<file path="config.mk">
export PLATFORM = sky130hd
export DESIGN_NAME = instr_fetch_flat
export DESIGN_NICKNAME = d
export VERILOG_FILES = /design/src/rtl/cpu_pkg.sv /design/src/rtl/instr_fetch_if.sv /design/src/rtl/if_id_reg.sv /design/src/rtl/instr_fetch.sv /design/src/flat_wrapper.sv
export SDC_FILE = /design/constraint.sdc
export NUM_CORES = 1
export LEC_CHECK = 0
export ABC_AREA = 1
export BUFFER_PORTS_ARGS = -buffer_cell sky130_fd_sc_hd__buf_2
export CAP_MARGIN = 40
export CORE_UTILIZATION = 53
export DETAILED_ROUTE_END_ITERATION = 6
export MAX_ROUTING_LAYER = met4
export PLACE_DENSITY = 0.95
export SLEW_MARGIN = 30
export SYNTH_ARGS = -nofsm -noshare
export SYNTH_HDL_FRONTEND = slang
export SYNTH_HIERARCHICAL = 1
export SYNTH_SLANG_ARGS = --single-unit
</file>
<file path="constraint.sdc">
create_clock -name clk -period 3.65 [get_ports clk]
set_clock_uncertainty 0.1 [all_clocks]
set_input_delay 0.1825 -clock clk [delete_from_list [all_inputs] [get_ports clk]]
set_output_delay 0.1825 -clock clk [all_outputs]
set_load 0.02 [all_outputs]
</file>
<file path="src/rtl/cpu_pkg.sv">
// Shared CPU definitions: datapath widths, bubble encoding, control opcodes,
// fetch state enum and the fetch per-edge action enum.
// Ports: none (package).
package cpu_pkg;
    localparam int PC_W    = 16;
    localparam int INSTR_W = 16;

    // ADD R0,R0,R0: R0 writes are discarded, so this is a harmless bubble.
    localparam logic [INSTR_W-1:0] NOP_INSTR = 16'h0000;

    localparam logic [3:0] OP_JAL = 4'b1101;
    localparam logic [3:0] OP_JR  = 4'b1110;
    localparam logic [3:0] OP_HLT = 4'b1111;

    typedef enum logic {
        RUN,
        HALT
    } fetch_state_e;

    // What the fetch stage does on the coming edge, in priority order.
    typedef enum logic [2:0] {
        ACT_BRANCH,
        ACT_STALL,
        ACT_HALT,
        ACT_JUMP,
        ACT_FETCH,
        ACT_FROZEN
    } fetch_act_e;

    function automatic logic [15:0] sat_inc16(input logic [15:0] v);
        return (v == 16'hFFFF) ? v : v + 16'd1;
    endfunction
endpackage

</file>
<file path="src/rtl/instr_fetch_if.sv">
// Fetch-stage bus: hazard/redirect controls in, instruction-memory port,
// and the IF/ID register contents out to decode.
// master: the fetch stage. slave: its environment (decode/execute/hazard/imem).
interface instr_fetch_if
    import cpu_pkg::*;
#(
    parameter int PC_W_P    = PC_W,
    parameter int INSTR_W_P = INSTR_W
);
    logic                 stall;
    logic                 j_ctrl;
    logic [PC_W_P-1:0]    j_pc;
    logic                 br_ctrl;
    logic [PC_W_P-1:0]    br_pc;
    logic                 hlt;
    logic [PC_W_P-1:0]    im_addr;
    logic [INSTR_W_P-1:0] im_data;
    logic [INSTR_W_P-1:0] instr;
    logic [PC_W_P-1:0]    pc;
    logic                 valid;
    logic                 halted;

    modport master (
        input  stall, j_ctrl, j_pc, br_ctrl, br_pc, hlt, im_data,
        output im_addr, instr, pc, valid, halted
    );

    modport slave (
        output stall, j_ctrl, j_pc, br_ctrl, br_pc, hlt, im_data,
        input  im_addr, instr, pc, valid, halted
    );
endinterface

</file>
<file path="src/rtl/if_id_reg.sv">
// Generic stage register holding instr/pc/valid.
// Ports: clk, rst_n (async low); load captures d_instr/d_pc with valid=1;
// bubble (wins over load) writes NOP_I/pc=0/valid=0; neither holds.
module if_id_reg #(
    parameter int                 INSTR_W = 16,
    parameter int                 PC_W    = 16,
    parameter logic [INSTR_W-1:0] NOP_I   = '0
) (
    input  logic               clk,
    input  logic               rst_n,
    input  logic               load,
    input  logic               bubble,
    input  logic [INSTR_W-1:0] d_instr,
    input  logic [PC_W-1:0]    d_pc,
    output logic [INSTR_W-1:0] instr,
    output logic [PC_W-1:0]    pc,
    output logic               valid
);
    always_ff @(posedge clk or negedge rst_n) begin
        if (!rst_n) begin
            instr <= NOP_I;
            pc    <= '0;
            valid <= 1'b0;
        end else if (bubble) begin
            instr <= NOP_I;
            pc    <= '0;
            valid <= 1'b0;
        end else if (load) begin
            instr <= d_instr;
            pc    <= d_pc;
            valid <= 1'b1;
        end
    end
endmodule

</file>
<file path="src/rtl/instr_fetch.sv">
// Fetch stage: owns the PC, drives im_addr, applies branch/jump redirects,
// hazard stalls and the halt freeze, and loads the IF/ID register.
// Ports: clk, rst_n (async low), bus (instr_fetch_if.master).
// Build option IF_PERF_CNT_EN adds saturating fetch_cnt/stall_cnt/flush_cnt outputs.
module instr_fetch
    import cpu_pkg::*;
#(
    parameter int                 PC_W      = cpu_pkg::PC_W,
    parameter int                 INSTR_W   = cpu_pkg::INSTR_W,
    parameter logic [PC_W-1:0]    RST_PC    = '0,
    parameter logic [INSTR_W-1:0] NOP_INSTR = cpu_pkg::NOP_INSTR
) (
`ifdef IF_PERF_CNT_EN
    output logic [15:0]    fetch_cnt,
    output logic [15:0]    stall_cnt,
    output logic [15:0]    flush_cnt,
`endif
    input  logic           clk,
    input  logic           rst_n,
    instr_fetch_if.master  bus
);
    fetch_state_e    state, state_nxt;
    fetch_act_e      act;
    logic [PC_W-1:0] pc_q, pc_nxt;
    logic            ld, bub;

    always_ff @(posedge clk or negedge rst_n) begin
        if (!rst_n) begin
            state <= RUN;
            pc_q  <= RST_PC;
        end else begin
            state <= state_nxt;
            pc_q  <= pc_nxt;
        end
    end

    // j_ctrl/hlt are only trusted when IF/ID (i.e. decode) holds a real
    // instruction; a branch squashes decode, so it outranks them and stall.
    always_comb begin
        state_nxt = state;
        pc_nxt    = pc_q;
        ld        = 1'b0;
        bub       = 1'b0;
        act       = ACT_FROZEN;
        if (state == RUN) begin
            if (bus.br_ctrl) begin
                act    = ACT_BRANCH;
                pc_nxt = bus.br_pc;
                bub    = 1'b1;
            end else if (bus.stall) begin
                act = ACT_STALL;
            end else if (bus.valid && bus.hlt) begin
                act       = ACT_HALT;
                state_nxt = HALT;
                bub       = 1'b1;
            end else if (bus.valid && bus.j_ctrl) begin
                act    = ACT_JUMP;
                pc_nxt = bus.j_pc;
                bub    = 1'b1;
            end else begin
                act    = ACT_FETCH;
                ld     = 1'b1;
                pc_nxt = pc_q + PC_W'(1);
            end
        end else begin
            bub = 1'b1;
        end
    end

    assign bus.im_addr = pc_q;
    assign bus.halted  = (state == HALT);

    if_id_reg #(
        .INSTR_W (INSTR_W),
        .PC_W    (PC_W),
        .NOP_I   (NOP_INSTR)
    ) u_if_id (
        .clk     (clk),
        .rst_n   (rst_n),
        .load    (ld),
        .bubble  (bub),
        .d_instr (bus.im_data),
        .d_pc    (pc_q),
        .instr   (bus.instr),
        .pc      (bus.pc),
        .valid   (bus.valid)
    );

`ifdef IF_PERF_CNT_EN
    // act is ACT_FROZEN throughout HALT, so the counters freeze there.
    always_ff @(posedge clk or negedge rst_n) begin
        if (!rst_n) begin
            fetch_cnt <= '0;
            stall_cnt <= '0;
            flush_cnt <= '0;
        end else begin
            case (act)
                ACT_FETCH:           fetch_cnt <= sat_inc16(fetch_cnt);
                ACT_STALL:           stall_cnt <= sat_inc16(stall_cnt);
                ACT_BRANCH, ACT_JUMP: flush_cnt <= sat_inc16(flush_cnt);
                default: ;
            endcase
        end
    end
`endif
endmodule

</file>
<file path="src/flat_wrapper.sv">
// flat-port wrapper written by rule: the top's interface ports become plain ports
module instr_fetch_flat import cpu_pkg::*;
#(
    parameter int                 PC_W      = cpu_pkg::PC_W,
    parameter int                 INSTR_W   = cpu_pkg::INSTR_W,
    parameter logic [PC_W-1:0]    RST_PC    = '0,
    parameter logic [INSTR_W-1:0] NOP_INSTR = cpu_pkg::NOP_INSTR
)
  (clk, rst_n, bus_stall, bus_j_ctrl, bus_j_pc, bus_br_ctrl, bus_br_pc, bus_hlt, bus_im_data, bus_im_addr, bus_instr, bus_pc, bus_valid, bus_halted);
  instr_fetch_if bus_i ();
  input  logic clk;
  input  logic rst_n;
  input wire logic [$bits(bus_i.stall)-1:0] bus_stall;
  input wire logic [$bits(bus_i.j_ctrl)-1:0] bus_j_ctrl;
  input wire logic [$bits(bus_i.j_pc)-1:0] bus_j_pc;
  input wire logic [$bits(bus_i.br_ctrl)-1:0] bus_br_ctrl;
  input wire logic [$bits(bus_i.br_pc)-1:0] bus_br_pc;
  input wire logic [$bits(bus_i.hlt)-1:0] bus_hlt;
  input wire logic [$bits(bus_i.im_data)-1:0] bus_im_data;
  output wire logic [$bits(bus_i.im_addr)-1:0] bus_im_addr;
  output wire logic [$bits(bus_i.instr)-1:0] bus_instr;
  output wire logic [$bits(bus_i.pc)-1:0] bus_pc;
  output wire logic [$bits(bus_i.valid)-1:0] bus_valid;
  output wire logic [$bits(bus_i.halted)-1:0] bus_halted;
  assign bus_i.stall = bus_stall;
  assign bus_i.j_ctrl = bus_j_ctrl;
  assign bus_i.j_pc = bus_j_pc;
  assign bus_i.br_ctrl = bus_br_ctrl;
  assign bus_i.br_pc = bus_br_pc;
  assign bus_i.hlt = bus_hlt;
  assign bus_i.im_data = bus_im_data;
  assign bus_im_addr = bus_i.im_addr;
  assign bus_instr = bus_i.instr;
  assign bus_pc = bus_i.pc;
  assign bus_valid = bus_i.valid;
  assign bus_halted = bus_i.halted;
  instr_fetch #(.PC_W(PC_W), .INSTR_W(INSTR_W), .RST_PC(RST_PC), .NOP_INSTR(NOP_INSTR)) u_core (.clk(clk), .rst_n(rst_n), .bus(bus_i));
endmodule
</file>
* After elaboration in Yosys (flattened, before gate mapping) *
Index checks and enable logic that the tools add are counted.

cells by class
  equal/unequal tests = 2
  multiplexer cells = 24
  reductions and logical operators = 4
  bitwise gates (word level) = 1
  $add $sub $neg = 1

operators with widths
  kind                                            number
  2-to-1 mux 16 bit                               8
  adder 16 x 1 -> 16 bit (second input constant)  1
  2-to-1 mux 1 bit                                16
  AND reduction 3 bit                             1
  logical AND 1 bit                               2
  != test 2 x 1 -> 1 bit (second input constant)  1
  != test 2 bit (second input constant)           1
  nonzero test 2 bit                              1
  inverter 1 bit                                  1

storage, ports and cells
  word-level logic and storage cells = 37
  bits of input ports = 54
  output and inout bits = 50
  flip-flop bits (word level) = 50

* Logic depth before layout (Yosys ltp) *
  depth after elaboration = 8
  gate-level depth with buffers = 10

* Cells and area by module *
Netlist, hierarchy kept.

modules (own cells, without submodules)
  module       seq. area each (sq um)  instances  cells an instance  area each (sq um)
  instr_fetch  425.4                   1          241                1432.6
  if_id_reg    825.8                   1          143                1342.5

* Worst setup path after synthesis *
Ideal clock, no wire load.

  kind = register -> register
  start point = reg u_core.u_if_id.valid
  end point = reg u_core.u_if_id.pc[2]
  setup time = 0.066 ns
  path slack = 1.848 ns
  required time = 3.484 ns
  data arrival time = 1.636 ns
  cell stages (with the launch flop) = 9
  cells stage by stage = dfrtp_1 > nand2_2 > buf_2 > nand2_1 > nor4_1 > buf_6 > buf_2 > nand3_1 > nand2_1

between the ends
  longest elaborated chain between the ends = 7

RTL lines
  item                                   line               source
  start, declared                        if_id_reg.sv:17    output logic valid
  start signal, assigned                 if_id_reg.sv:23    valid <= 1'b0;
  start signal, assigned                 if_id_reg.sv:27    valid <= 1'b0;
  start signal, assigned                 if_id_reg.sv:31    valid <= 1'b1;
  logical AND 1 bit                      instr_fetch.sv:56  end else if (bus.valid && bus.j_ctrl) begin
  2-to-1 mux 1 bit                       instr_fetch.sv:56
  2-to-1 mux 1 bit *                     instr_fetch.sv:52  end else if (bus.valid && bus.hlt) begin
  2-to-1 mux 1 bit *                     instr_fetch.sv:50  end else if (bus.stall) begin
  2-to-1 mux 1 bit *                     instr_fetch.sv:46  if (bus.br_ctrl) begin
  2-to-1 mux 1 bit *                     instr_fetch.sv:45  if (state == RUN) begin
  via u_core.ld                          instr_fetch.sv:25  logic ld, bub;
  nonzero test 2 bit (no source line) *  n/a
  end signal, assigned                   if_id_reg.sv:30    pc <= d_pc;
  end, declared                          if_id_reg.sv:16    output logic [PC_W-1:0] pc,

Mark *: on every way through the listed nets, which the timed path passes. The rest lies on a longest branch.
A chain may end at the register's enable or synchronous reset.

* Worst setup path in the final report *
  start point = reg u_core.u_if_id.valid
  end point = reg u_core.u_if_id.pc[7]

between the ends
  longest elaborated chain between the ends = 7

RTL lines
  item                                                     line
  logical AND 1 bit                                        instr_fetch.sv:56
  2-to-1 mux 1 bit                                         instr_fetch.sv:56
  2-to-1 mux 1 bit *                                       instr_fetch.sv:52
  2-to-1 mux 1 bit *                                       instr_fetch.sv:50
  2-to-1 mux 1 bit *                                       instr_fetch.sv:46
  2-to-1 mux 1 bit *                                       instr_fetch.sv:45
  via u_core.bub                                           instr_fetch.sv:25
  2-to-1 mux 16 bit or nonzero test 2 bit (tied branches)  n/a

Marked as above.

==> metrics.md <==
| Metric | Value |
|---|---|
| Adder-Cell Fraction of Synth Area | `0.004509` |
| Final std cells w/o fill | `550` |
| Post-Route WL | `7.072 mm` |
| Top post-synthesis cells by area | `dfrtp_1, nand2_1, nand3_1, nor2_1, buf_6` |
| FMAX | `461.0 MHz` |
| Largest area contributor in the netlist | `dfrtp_1` |
| Crit path arrival time | `2310 ps` |
| Pre-Repair DR Iteration Count | `4` |
| YS warnings | `6` |
| Tot Pwr | `1.024 mW` |
| Share of Yosys cell area claimed by the top area cell type | `0.4509` |
| Final Hold Viols | `0` |
| Xor and xnor area share after synthesis | `0.01262` |
| TritonCTS Sinks | `50` |
| Metal2 WL | `3.378 mm` |
| Unrepaired setup endpoints after global routing | `no` |
| Die Y | `74.36 um` |
| DPL Wire Length | `4.911 mm` |
| Setup TNS Final | `0 ps` |
| Status | `finished, final reports clean` |
| Max-slew headroom | `0.5131` |
| Clk Latency, worst-skew pair | `310 ps` |
| Worst-Margin Slew | `726.9 ps` |
| Multiplexer area fraction after synthesis | `0` |
| RePlAce Congestion | `0.8947` |
| CTS resizes | `0` |
| Largest net degree at the start of global routing | `51` |
| Crit share post-route | `0.5943` |
| Post-placement cell count | `538` |
| PD cells | `299.3 nW/um^2` |
| Req. time, crit path | `3800 ps` |
| Leak pwr | `2.020 nW` |
| Syn nets | `439` |
| CTS tree | `yes` |
| Post-synth cell types | `28` |
| Global-route usage over all layers | `0.2703` |
| Core Area | `4880 um^2` |
| Full die area | `5529 um^2` |
| ANT cells | `0` |
| Post-CTS Setup Inserts | `0` |
| CP max FO | `17` |
| Final max-slew violation count | `0` |
| Vias in the first global route | `2519` |
| #FFs+latches synth | `50` |
| Post-Synth Simple-Gate Area | `0.3859` |
| Antenna Nets Post-Route | `0` |
| Setup violations, final | `0` |
| First-pass GRT wire length | `11.23 mm` |
| Final min period | `2169 ps` |
| H-tree levels | `2` |
| Cts bufs inserted | `5` |
| Largest family of logic cells by synthesized area | `simple AND/OR/NAND/NOR gates` |
| Maximum vdd ir drop | `0.1800 mV` |
| Ports | `104` |
| Die Width | `74.36 um` |
| Top routing layer used | `met4` |
| Compound-gate portion of the synthesized area | `0.05951` |
| Initial core utilization | `0.5687` |
| CP Capture Type | `flop` |
| Hold Path Class | `in2reg` |
| Post-Route M1 WL | `2.945 mm` |
| Sequential-to-total area share from yosys stat | `0.4509` |
| # port buffers | `103` |
| Via/cell ratio | `5.220` |
| Layout cells sized above 1 | `0.2588` |
| Layout area overhead | `23.26%` |
| Nets | `537` |
| CTS Root Cell | `clkbuf_8` |
| CP Launch Type | `flop` |
| Routed WL per cell | `12.86 um` |
| Maxcap violations | `0` |
| Reg clk slew, reported paths | `100 ps` |
| Total gr overflow | `0` |
| Post-route DRC | `0` |
| Initial antenna violation count | `0` |
| DR iter-0 viols | `202` |
| Syn Inst Count | `384` |
| Metal3 WL | `656 um` |
| Worst hold margin | `4.436 ps` |
| Row count | `25` |
| Vias | `2871` |
| Worst Setup Path Type | `reg2reg` |
| Mean Syn Cell Area | `7.227 um^2` |
| CTS max path bufs | `2` |
| Synth Cell Area | `2775 um^2` |
==> synth_stat cells (all sizes together) <==
library cell  instances
a21oi                 3
a31oi                 2
buf                  18
dfrtp                50
ha                    1
inv                  23
nand2               163
nand3                48
nand4                 2
nor2                 46
nor3                  1
nor4                  1
o211ai                1
o21ai                14
o21bai                6
o22ai                 1
xnor2                 1
xor2                  3
==> critical path: stages (launching register included) <==
cell and delay (ps):
dfrtp_1 440, nand2_2 290, nand2_1 150, nand2_1 90, nand3_1 150, inv_1 480, buf_8 230, nand3_1 80
nand2_1 80
==> per-layer routing <==
layer,track usage,vias up
li1,-,1406
met1,0.3499,1297
met2,0.4264,158
met3,0.05691,10
met4,0.08176,0
met5,-,-
==> per-stage QoR <==
step,cell area [um^2],worst slack (ps),utilization
2_1_floorplan,2775,1848,-
3_3_place_gp,3237,1522,0.6633
3_5_place_dp,3263,1556,0.6687
4_1_cts,3421,1512,0.7010
5_1_grt,3421,1345,0.7010
6_report,3421,1481,0.7010
==> layout by cell type, fill, tap and decap left out, types with 2 or more instances in the layout <==
master	synthesis	routed
dfrtp_1	50	50
o21ai_0	10	10
a31oi_1	2	2
inv_1	20	20
nand3_1	47	47
nand4_1	2	2
xor2_1	3	3
buf_2	7	102
clkbuf_8	0	5
a21oi_1	3	3
buf_4	2	2
nand2_1	162	162
inv_2	2	2
nor2_1	42	42
dlygate4sd3_1	0	4
nor2_2	3	3
o21ai_1	3	3
o21bai_1	6	6
==> final timing paths <==
check                                       from                      end  slack [ps]  cells after the start
setup / recovery            u_core/u_if_id/valid     u_core/u_if_id/pc[7]        1480                      8
hold / removal                    bus_im_data[2]  u_core/u_if_id/instr[2]           4                      3
setup reg to reg            u_core/u_if_id/valid     u_core/u_if_id/pc[7]        1480                      8
hold reg to reg            u_core/u_if_id/pc[10]    u_core/u_if_id/pc[10]         380                      2
max in group asynchronous                  rst_n     u_core/u_if_id/pc[4]        2710                      2
min in group asynchronous                  rst_n  u_core/u_if_id/instr[0]         330                      2
==> state kept, by name (all words and copies together) (netlist names) <==
signal	flops
u_core/u_if_id/pc	16
u_core/bus.im_addr	16
u_core/u_if_id/valid	1
u_core/bus.halted	1
u_core/u_if_id/instr	16
==> final cells by class <==
class                           count  area [um^2]
Clock buffer                        5        68.82
Clock inverter                      3        48.80
Fill cell                         419         1459
Inverter                           23        88.84
Multi-Input combinational cell    293         1299
Sequential cell                    50         1251
Tap cell                           67        83.83
Timing Repair Buffer              109        580.6
==> cell families after synthesis <==
kind of cell / after synthesis
compound gates: 27
simple gates: 261
xor+xnor: 4
flops: 50
buf+inv: 41
fa+ha+maj: 1
==> where the power goes <==
part,total [mW],switching (mW),internal (mW)
Clock,0.409,0.200,0.209
Combinational,0.0617,0.0326,0.0291
Sequential,0.553,0,0.553
==> timing repair <==
item / in CTS / in global routing
hold endpoints to repair: 53 / 0
setup endpoints to repair: 0 / 0
hold buffers: 4 / 0
(Power assumes the default switching activity.)
